## config.mk

```make
export PLATFORM = sky130hd
export DESIGN_NAME = fetch_stage
export DESIGN_NICKNAME = d
export VERILOG_FILES = /design/src/rtl/riscv_pkg.sv /design/src/rtl/fetch_prims.sv /design/src/rtl/fetch_queue.sv /design/src/rtl/fetch_stage.sv
export SDC_FILE = /design/constraint.sdc
export NUM_CORES = 1
export LEC_CHECK = 0
export CAP_MARGIN = 10
export CELL_PAD_IN_SITES_DETAIL_PLACEMENT = 1
export CELL_PAD_IN_SITES_GLOBAL_PLACEMENT = 1
export CORE_ASPECT_RATIO = 0.7
export CORE_MARGIN = 4
export CORE_UTILIZATION = 42
export DETAILED_ROUTE_END_ITERATION = 8
export GPL_TIMING_DRIVEN = 0
export PLACE_DENSITY = 0.83
export SLEW_MARGIN = 10
export SYNTH_ARGS = -nofsm -noshare
export SYNTH_HDL_FRONTEND = slang
export SYNTH_SLANG_ARGS = --single-unit
```

## constraint.sdc

```tcl
create_clock -name clk -period 8.9 [get_ports clk]
set_input_delay 1.78 -clock clk [delete_from_list [all_inputs] [get_ports clk]]
set_output_delay 1.78 -clock clk [all_outputs]
set_load 0.05 [all_outputs]
```

## src/rtl/riscv_pkg.sv

```systemverilog
// Shared core types: machine width, instruction alignment and the fetch queue entry.
package riscv_pkg;

  localparam int unsigned XLEN        = 32;
  localparam int unsigned INSTR_ALIGN = 4;

  typedef struct packed {
    logic [XLEN-1:0] pc;
    logic [XLEN-1:0] instr;
  } fetch_entry_t;

endpackage

```

## src/rtl/fetch_prims.sv

```systemverilog
// Datapath primitives for the fetch stage: 2:1 mux, modulo adder, enabled register.
module mux2x1 #(
  parameter int unsigned WIDTH = 32
) (
  input  logic             sel_i,
  input  logic [WIDTH-1:0] a_i,
  input  logic [WIDTH-1:0] b_i,
  output logic [WIDTH-1:0] y_o
);
  assign y_o = sel_i ? b_i : a_i;
endmodule

module adder #(
  parameter int unsigned WIDTH = 32
) (
  input  logic [WIDTH-1:0] a_i,
  input  logic [WIDTH-1:0] b_i,
  output logic [WIDTH-1:0] sum_o
);
  // Carry out is dropped on purpose: PC arithmetic wraps modulo 2^WIDTH.
  assign sum_o = a_i + b_i;
endmodule

module register #(
  parameter int unsigned      WIDTH     = 32,
  parameter logic [WIDTH-1:0] RESET_VAL = '0
) (
  input  logic             clk,
  input  logic             rst,
  input  logic             en_i,
  input  logic [WIDTH-1:0] d_i,
  output logic [WIDTH-1:0] q_o
);
  logic [WIDTH-1:0] val_q;

  always_ff @(posedge clk or posedge rst) begin
    if (rst) begin
      val_q <= RESET_VAL;
    end else if (en_i) begin
      val_q <= d_i;
    end
  end

  assign q_o = val_q;
endmodule

```

## src/rtl/fetch_queue.sv

```systemverilog
// Circular FIFO of {pc,instr} fetch entries; flush wins over enqueue/dequeue in the same cycle.
module fetch_queue
  import riscv_pkg::*;
#(
  parameter int unsigned DEPTH = 2
) (
  input  logic                   clk,
  input  logic                   rst,
  input  logic                   flush_i,
  input  logic                   enq_i,
  input  fetch_entry_t           enq_data_i,
  input  logic                   deq_i,
  output logic                   vld_o,
  output fetch_entry_t           head_o,
  output logic [$clog2(DEPTH):0] count_o
);
  localparam int unsigned AW = $clog2(DEPTH);

  fetch_entry_t  mem_q [DEPTH];
  logic [AW-1:0] wr_ptr_q, wr_ptr_d;
  logic [AW-1:0] rd_ptr_q, rd_ptr_d;
  logic [AW:0]   count_q, count_d;

  always_comb begin
    wr_ptr_d = wr_ptr_q;
    rd_ptr_d = rd_ptr_q;
    count_d  = count_q;
    if (flush_i) begin
      wr_ptr_d = '0;
      rd_ptr_d = '0;
      count_d  = '0;
    end else begin
      if (enq_i) wr_ptr_d = wr_ptr_q + AW'(1);
      if (deq_i) rd_ptr_d = rd_ptr_q + AW'(1);
      case ({enq_i, deq_i})
        2'b10:   count_d = count_q + (AW+1)'(1);
        2'b01:   count_d = count_q - (AW+1)'(1);
        default: count_d = count_q;
      endcase
    end
  end

  always_ff @(posedge clk or posedge rst) begin
    if (rst) begin
      wr_ptr_q <= '0;
      rd_ptr_q <= '0;
      count_q  <= '0;
      for (int i = 0; i < int'(DEPTH); i++) begin
        mem_q[i] <= '0;
      end
    end else begin
      wr_ptr_q <= wr_ptr_d;
      rd_ptr_q <= rd_ptr_d;
      count_q  <= count_d;
      if (enq_i && !flush_i) begin
        mem_q[wr_ptr_q] <= enq_data_i;
      end
    end
  end

  assign vld_o   = (count_q != '0);
  assign head_o  = mem_q[rd_ptr_q];
  assign count_o = count_q;
endmodule

```

## src/rtl/fetch_stage.sv

```systemverilog
// Instruction fetch: PC, 1-cycle imem requests, fetch queue to decode, redirect flush.
// Request -> out_valid is 2 cycles; issue is throttled so queued + in-flight never exceeds QUEUE_DEPTH.
module fetch_stage
  import riscv_pkg::*;
#(
  parameter int unsigned      WIDTH       = XLEN,
  parameter logic [WIDTH-1:0] RESET_PC    = '0,
  parameter int unsigned      QUEUE_DEPTH = 2
) (
  input  logic             clk,
  input  logic             reset,
  output logic             imem_req_valid,
  output logic [WIDTH-1:0] imem_addr,
  input  logic [WIDTH-1:0] imem_rdata,
  input  logic             redirect_valid,
  input  logic [WIDTH-1:0] redirect_pc,
  output logic             out_valid,
  input  logic             out_ready,
  output logic [WIDTH-1:0] out_pc,
  output logic [WIDTH-1:0] out_instr
);
  localparam int unsigned CW = $clog2(QUEUE_DEPTH) + 1;

  logic [WIDTH-1:0] pc_q;
  logic [WIDTH-1:0] next_pc;
  logic [WIDTH-1:0] redirect_aligned;
  logic             inflight_q, inflight_d;
  logic [WIDTH-1:0] inflight_addr_q, inflight_addr_d;
  logic [CW-1:0]    count;
  logic [CW:0]      occupancy;
  logic             head_vld;
  logic             enq;
  logic             deq;
  fetch_entry_t     enq_entry;
  fetch_entry_t     head_entry;

  assign redirect_aligned = redirect_pc & ~WIDTH'(INSTR_ALIGN - 1);

  mux2x1 #(.WIDTH(WIDTH)) u_redirect_mux (
    .sel_i (redirect_valid),
    .a_i   (pc_q),
    .b_i   (redirect_aligned),
    .y_o   (imem_addr)
  );

  adder #(.WIDTH(WIDTH)) u_next_pc (
    .a_i   (imem_addr),
    .b_i   (WIDTH'(INSTR_ALIGN)),
    .sum_o (next_pc)
  );

  register #(.WIDTH(WIDTH), .RESET_VAL(RESET_PC)) u_pc_reg (
    .clk  (clk),
    .rst  (reset),
    .en_i (imem_req_valid),
    .d_i  (next_pc),
    .q_o  (pc_q)
  );

  // A redirect empties the queue and kills the in-flight response, so the target always issues.
  assign out_valid = head_vld && !redirect_valid;
  assign deq       = out_valid && out_ready;
  assign occupancy = redirect_valid ? '0
                   : ({1'b0, count} + (CW+1)'(inflight_q) - (CW+1)'(deq));
  assign imem_req_valid = !reset && (occupancy < (CW+1)'(QUEUE_DEPTH));

  assign enq             = inflight_q && !redirect_valid;
  assign enq_entry.pc    = inflight_addr_q;
  assign enq_entry.instr = imem_rdata;

  always_comb begin
    inflight_d      = imem_req_valid;
    inflight_addr_d = imem_req_valid ? imem_addr : inflight_addr_q;
  end

  always_ff @(posedge clk or posedge reset) begin
    if (reset) begin
      inflight_q      <= 1'b0;
      inflight_addr_q <= '0;
    end else begin
      inflight_q      <= inflight_d;
      inflight_addr_q <= inflight_addr_d;
    end
  end

  fetch_queue #(.DEPTH(QUEUE_DEPTH)) u_queue (
    .clk        (clk),
    .rst        (reset),
    .flush_i    (redirect_valid),
    .enq_i      (enq),
    .enq_data_i (enq_entry),
    .deq_i      (deq),
    .vld_o      (head_vld),
    .head_o     (head_entry),
    .count_o    (count)
  );

  assign out_pc    = head_entry.pc;
  assign out_instr = head_entry.instr;
endmodule

```

Word-level counts from Yosys, hierarchy flattened:

Index checks and enable logic that the tools add are counted.

* mux-type cells: 14
* reduce and logical (&&, ||, !) cells: 12
* bitwise operators: 2
* equality and inequality tests: 2
* order comparisons: 4
* add/sub/neg operators: 7

Operators with widths (number)
* 2-to-1 mux 64 bit: 4
* bitwise mux 128 bit: 1
* demux 64 bit (select 1 bit): 1
* adder 32 x 3 -> 32 bit, second input constant: 1
* 2-to-1 mux 32 bit: 1
* logical AND 1 bit: 6
* nonzero test 2 bit: 3
* >= comparator 2 bit, second input constant: 2
* 2-to-1 mux 1 bit: 4
* NOT 1 -> 2 bit: 2
* case mux 2 bit (2 select lines): 1
* adder 2 x 1 -> 3 bit: 1
* less-than comparator 3 x 2 -> 1 bit, second input constant: 1
* 2-to-1 mux 3 bit: 1
* nonzero test 3 bit: 1
* subtractor 3 x 1 -> 3 bit: 1
* adder 1 bit, second input constant: 2
* adder 2 x 1 -> 2 bit, second input constant: 1
* equality test 2 x 1 -> 1 bit, second input constant: 1
* equality test 2 bit, second input constant: 1
* logical NOT 1 bit: 2
* less-than comparator 2 x 1 -> 1 bit, second input constant: 1
* 2-to-1 mux 2 bit: 1
* subtractor 2 x 1 -> 2 bit, second input constant: 1

* flip-flop bits (word level): 197
* input bits: 68
* logic and storage cells: 51

Longest topological paths before layout:

* depth in word-level cells: 7
* depth in mapped cells: 18

Modules after synthesis:

From an unflattened synthesis, not the netlist that was laid out.

* cell total of the unflattened synthesis: 961
* area total of the unflattened synthesis: 12055.3 um^2

By module, submodules not included
* fetch_queue: cells an instance 361, area an instance 6043.3 um^2, times used 1
* fetch_stage: cells an instance 254, area an instance 2374.8 um^2, times used 1
* adder: cells an instance 241, area an instance 1744.2 um^2, times used 1
* register: cells an instance 69, area an instance 1348.8 um^2, times used 1
* mux2x1: cells an instance 36, area an instance 544.3 um^2, times used 1

Worst setup path after synthesis:

No wires, ideal clock.

* kind: input -> output
* start: input redirect_valid
* end: output imem_req_valid
* setup slack: 1.392 ns
* arrival: 5.728 ns
* cell stages on the path: 16
* buffers on the path: 7
* cells stage by stage: buf_6 -> buf_12 -> buf_4 -> buf_4 -> buf_2 -> a21oi_1 -> and2_1 -> ha_1 -> nor2b_1 -> fa_1 -> inv_1 -> a21oi_1 -> or2_2 -> clkbuf_1 -> inv_1 -> buf_1

* longest elaborated chain between the ends: 7

Ends and longest elaborated chain
* start, declared: RTL line fetch_stage.sv:15 `input logic redirect_valid,`
* logical NOT 1 bit: RTL line fetch_stage.sv:61 `assign out_valid = head_vld && !redirect_valid;`
* logical AND 1 bit: RTL line fetch_stage.sv:61
* net out_valid: RTL line fetch_stage.sv:17 `output logic out_valid,`
* logical AND 1 bit: RTL line fetch_stage.sv:62 `assign deq = out_valid && out_ready;`
* subtractor 3 x 1 -> 3 bit: RTL line fetch_stage.sv:64 `: ({1'b0, count} + (CW+1)'(inflight_q) - (CW+1)'(deq));`
* 2-to-1 mux 3 bit: RTL line fetch_stage.sv:63 `assign occupancy = redirect_valid ? '0`
* less-than comparator 3 x 2 -> 1 bit: RTL line fetch_stage.sv:65 `assign imem_req_valid = !reset && (occupancy < (CW+1)'(QUEUE_DEPTH));`
* logical AND 1 bit: RTL line fetch_stage.sv:65
* end, declared: RTL line fetch_stage.sv:12 `output logic imem_req_valid,`

The timed path passes the listed nets, and every way through them passes these cells.

Worst setup path after layout:

* start: input redirect_valid
* end: output imem_req_valid

* longest elaborated chain between the ends: 7

Ends and longest elaborated chain (RTL line)
* logical NOT 1 bit: fetch_stage.sv:61
* logical AND 1 bit: fetch_stage.sv:61
* logical AND 1 bit: fetch_stage.sv:62
* subtractor 3 x 1 -> 3 bit: fetch_stage.sv:64
* 2-to-1 mux 3 bit (*): fetch_stage.sv:63
* less-than comparator 3 x 2 -> 1 bit (*): fetch_stage.sv:65
* logical AND 1 bit (*): fetch_stage.sv:65

Every way passes the cells marked *; elsewhere a longest branch is shown, timed or not.

==> run_results.csv <==
group,metric,value,unit
sta,timing.final.crit_share,0.975,
route,wl_per_cell,21.7,um
sta,rsz0062_at_grt,"false",
clock_network,cts.sinks,195,
route,drtPass1Iterations,5,
yosys,ys_seq_elements,195,
yosys,synth_top_cell_area_share,0.517,
yosys,synthTopCellsByArea,"dfrtp_1 (52%), mux2_2 (25%), nand2_1 (3.9%), o21ai_0 (1.8%), mux2i_1 (1.7%)",
placement,hpwlAfterDp,19900,um
yosys,yosysWarnings,0,
yosys,yosysTopAreaCell,"dfrtp_1",
critical_path,r2r_start,"u_queue.count_o[1]",
power,ir_drop,207,uV
yosys,syn-cell-area,0.00944,mm2
sta,finalHoldViolations,0,
cells_and_area,utilization,0.551,
yosys,synth_cell_types,54,
floorplanning,start_util,0.431,
yosys,async_flop_share,1.00,
floorplanning,core-area,0.0219,mm2
global_routing,grtUsageTotal,0.221,
clock_network,cts_root_buffer,"clkbuf_16",
clock_network,cts.path.max_buffers,2,
cells_and_area,areaGrowthSynthToFinish,28.0,%
yosys,ys_seq_area_frac,0.517,
route,vias_per_cell,5.59,
route,final_antenna_net_count,0,
hold_path,whs_path_depth,2,
critical_path,cp-startpoint,"redirect_valid",
critical_path,path_max_fanout,17,
placement,dpl-instance-area,0.0115,mm2
route,wirelength,27300,um
sta,finClkSkew,7.84,ps
floorplanning,row_count,45,
route,drt_iter0_markers,580,
status,run_status,"finished, final reports clean",
global_routing,grt_pass1_vias,7608,
job,maxCapViolCount,0,
clock_network,numCtsBuffers,17,
yosys,synth_area_per_cell,12.1,um2
hold_path,hp-class,"reg -> reg",
sta,relSlewSlack,0.435,
floorplanning,die_area,0.0250,mm2
global_routing,grt_max_degree,103,
route,drc,0,
power,power_density,314,mW/mm2
yosys,synth_edf_count,0,
critical_path,rr_worst_depth,14,
hold_path,hp-start,"u_queue.mem_q[60]",
clock_network,cts_tree,"built",
route,dr_total_vias,7027,
cells_and_area,drive_gt1_frac,0.292,
floorplanning,ioPinCount,166,
sta,worst_slew_pin_slew,838,ps
critical_path,cp.arrival,6900,ps
cells_and_area,nets,1033,
critical_path,required,7120,ps
yosys,synth_fp_nets,851,
yosys,synthFlopType,"dfrtp_1",
clock_network,htree_num_levels,4,
sta,slew_viol_final,0,
sta,fin_hold_ws,480,ps
cells_and_area,fin_cells,1257,
power,leakage,5.22,nW
power,p_total,0.00379,W
placement,place_congestion,0.866,
sta,fmaxAchievable,115,MHz
global_routing,overflow,0,
clock_network,clk_pin_slew,70,ps
sta,finalSetupViolCount,0,
critical_path,critPathLaunchType,"input port",
placement,io_buffers,163,
floorplanning,dieWidth,187,um
floorplanning,die_h,133,um
critical_path,path_class,"in -> out",
critical_path,end_kind,"output port",
cells_and_area,diodes,0,
cells_and_area,final_area,0.0121,mm2
global_routing,antenna_found_initial,0,
placement,numPlacedInstances,1226,
sta,period_needed,8680,ps
clock_network,clk_latency,430,ps
yosys,netlist_instances,780,
global_routing,grt_pass1_wl,43600,um
==> metrics by stage <==
stage	setup WS [ps]	setup TNS, ps
floorplan	1390	0
global placement	-1140	-218530
detailed placement	-147	-147
CTS	131	0
global route	15.2	0
finish	223	0
==> worst max-delay path, stage by stage <==
cell,delay [ps]
clkdlybuf4s50_1,590
buf_6,200
buf_12,160
buf_4,220
buf_4,260
buf_2,330
a21oi_1,90
and2_1,200
ha_1,280
nor2b_1,50
fa_1,380
xor2_1,170
a21oi_2,380
or2_2,190
clkbuf_1,280
clkinvlp_4,480
clkdlybuf4s50_1,840
==> cell usage after synthesis, drive strengths merged, types with 5 or more instances <==
cell type  count
mux2         206
dfrtp        195
o21ai         34
nand2         99
nor2          12
inv           21
nand3b         8
a22oi          5
nand3         23
mux2i         16
nor3           6
a21oi         11
xnor2         15
clkbuf         9
nand4         17
nand4b         7
and2           5
and3           6
buf           37
==> routing by layer <==
layer | wire, um | up-vias | global-route usage
li1 | - | 3150 | -
met1 | 13400 | 3614 | 0.331
met2 | 12000 | 234 | 0.332
met3 | 1620 | 29 | 0.0445
met4 | 275 | 0 | 0.0484
met5 | 0 | - | 0
==> placed cells by master (no fill, tap or decap), types with 4 or more instances in the layout <==
| master | netlist | routed |
|---|---|---|
| a21oi_1 | 10 | 9 |
| or4_1 | 4 | 4 |
| mux2_2 | 206 | 206 |
| a22oi_1 | 4 | 4 |
| inv_1 | 21 | 19 |
| nand3_1 | 23 | 23 |
| clkdlybuf4s50_1 | 0 | 163 |
| clkbuf_1 | 8 | 9 |
| clkbuf_16 | 0 | 17 |
| inv_8 | 0 | 5 |
| xnor2_1 | 15 | 15 |
| nor2_1 | 12 | 12 |
| dfrtp_1 | 195 | 195 |
| o31ai_1 | 4 | 4 |
| nand4_1 | 16 | 16 |
| nand3b_1 | 6 | 6 |
| nor3_1 | 6 | 6 |
| inv_6 | 0 | 4 |
| mux2i_1 | 16 | 16 |
| o211ai_1 | 4 | 4 |
| and3_1 | 6 | 6 |
| o21ai_0 | 34 | 34 |
| buf_4 | 4 | 4 |
| nand4b_1 | 6 | 6 |
| buf_2 | 25 | 25 |
| nand2_1 | 99 | 99 |
| and2_1 | 5 | 5 |
| xor2_1 | 4 | 4 |
==> report_power, final <==
group | internal, W | total, W | switching, W
clock network | 0.000431 | 0.000820 | 0.000389
logic | 0.000643 | 0.00157 | 0.000930
registers | 0.00121 | 0.00140 | 0.000193
==> logic make-up (layout without fill, tap and decap cells) <==
| kind of cell | Yosys count | count (layout) | share of synthesized area |
|---|---|---|---|
| AND/OR/NAND/NOR | 201 | 201 | 0.110 |
| flip-flops | 195 | 195 | 0.517 |
| AO/OA/AOI/OAI | 73 | 73 | 0.0509 |
| adder cells (fa/ha/maj) | 3 | 3 | 0.00477 |
| XOR/XNOR | 19 | 19 | 0.0176 |
| buffers and inverters | 67 | 262 | 0.0367 |
| multiplexers | 222 | 222 | 0.263 |
==> sequential cells by signal, indices dropped and copies added (netlist names) <==
signal / cells
u_queue.wr_ptr_q: 1
u_queue.rd_ptr_q: 1
u_pc_reg.q_o: 32
inflight_addr_q: 30
u_queue.mem_q: 128
u_queue.count_o: 2
inflight_q: 1
==> worst paths after layout <==
kind / endpoint / slack (ps)
worst max-delay path: imem_req_valid / 220
worst min register to register: u_queue.mem_q[60] / 480
worst min-delay path: u_queue.mem_q[60] / 480
max in group asynchronous: u_pc_reg.q_o[4] / 5820
worst max register to register: u_pc_reg.q_o[31] / 5100
min in group asynchronous: inflight_addr_q[30] / 2110
==> repair_timing <==
action	4_1_cts	5_1_grt
endpoints found under the hold margin	0	0
resized for setup	0	2
setup buffers	0	0
endpoints found under the setup margin	1	1
hold buffers	0	0
cloned	0	0
==> area by class of cell <==
cell class / count / area, um2
clock buffers: 18 / 429
fillers: 2266 / 9830
flip-flops and latches: 195 / 4880
well taps: 282 / 353
plain buffers: 45 / 264
clock inverters: 14 / 188
inverters: 21 / 90.1
multi-input cells: 518 / 4210
repair buffers: 164 / 1660
Note: power is estimated with default switching activity, not from simulation.
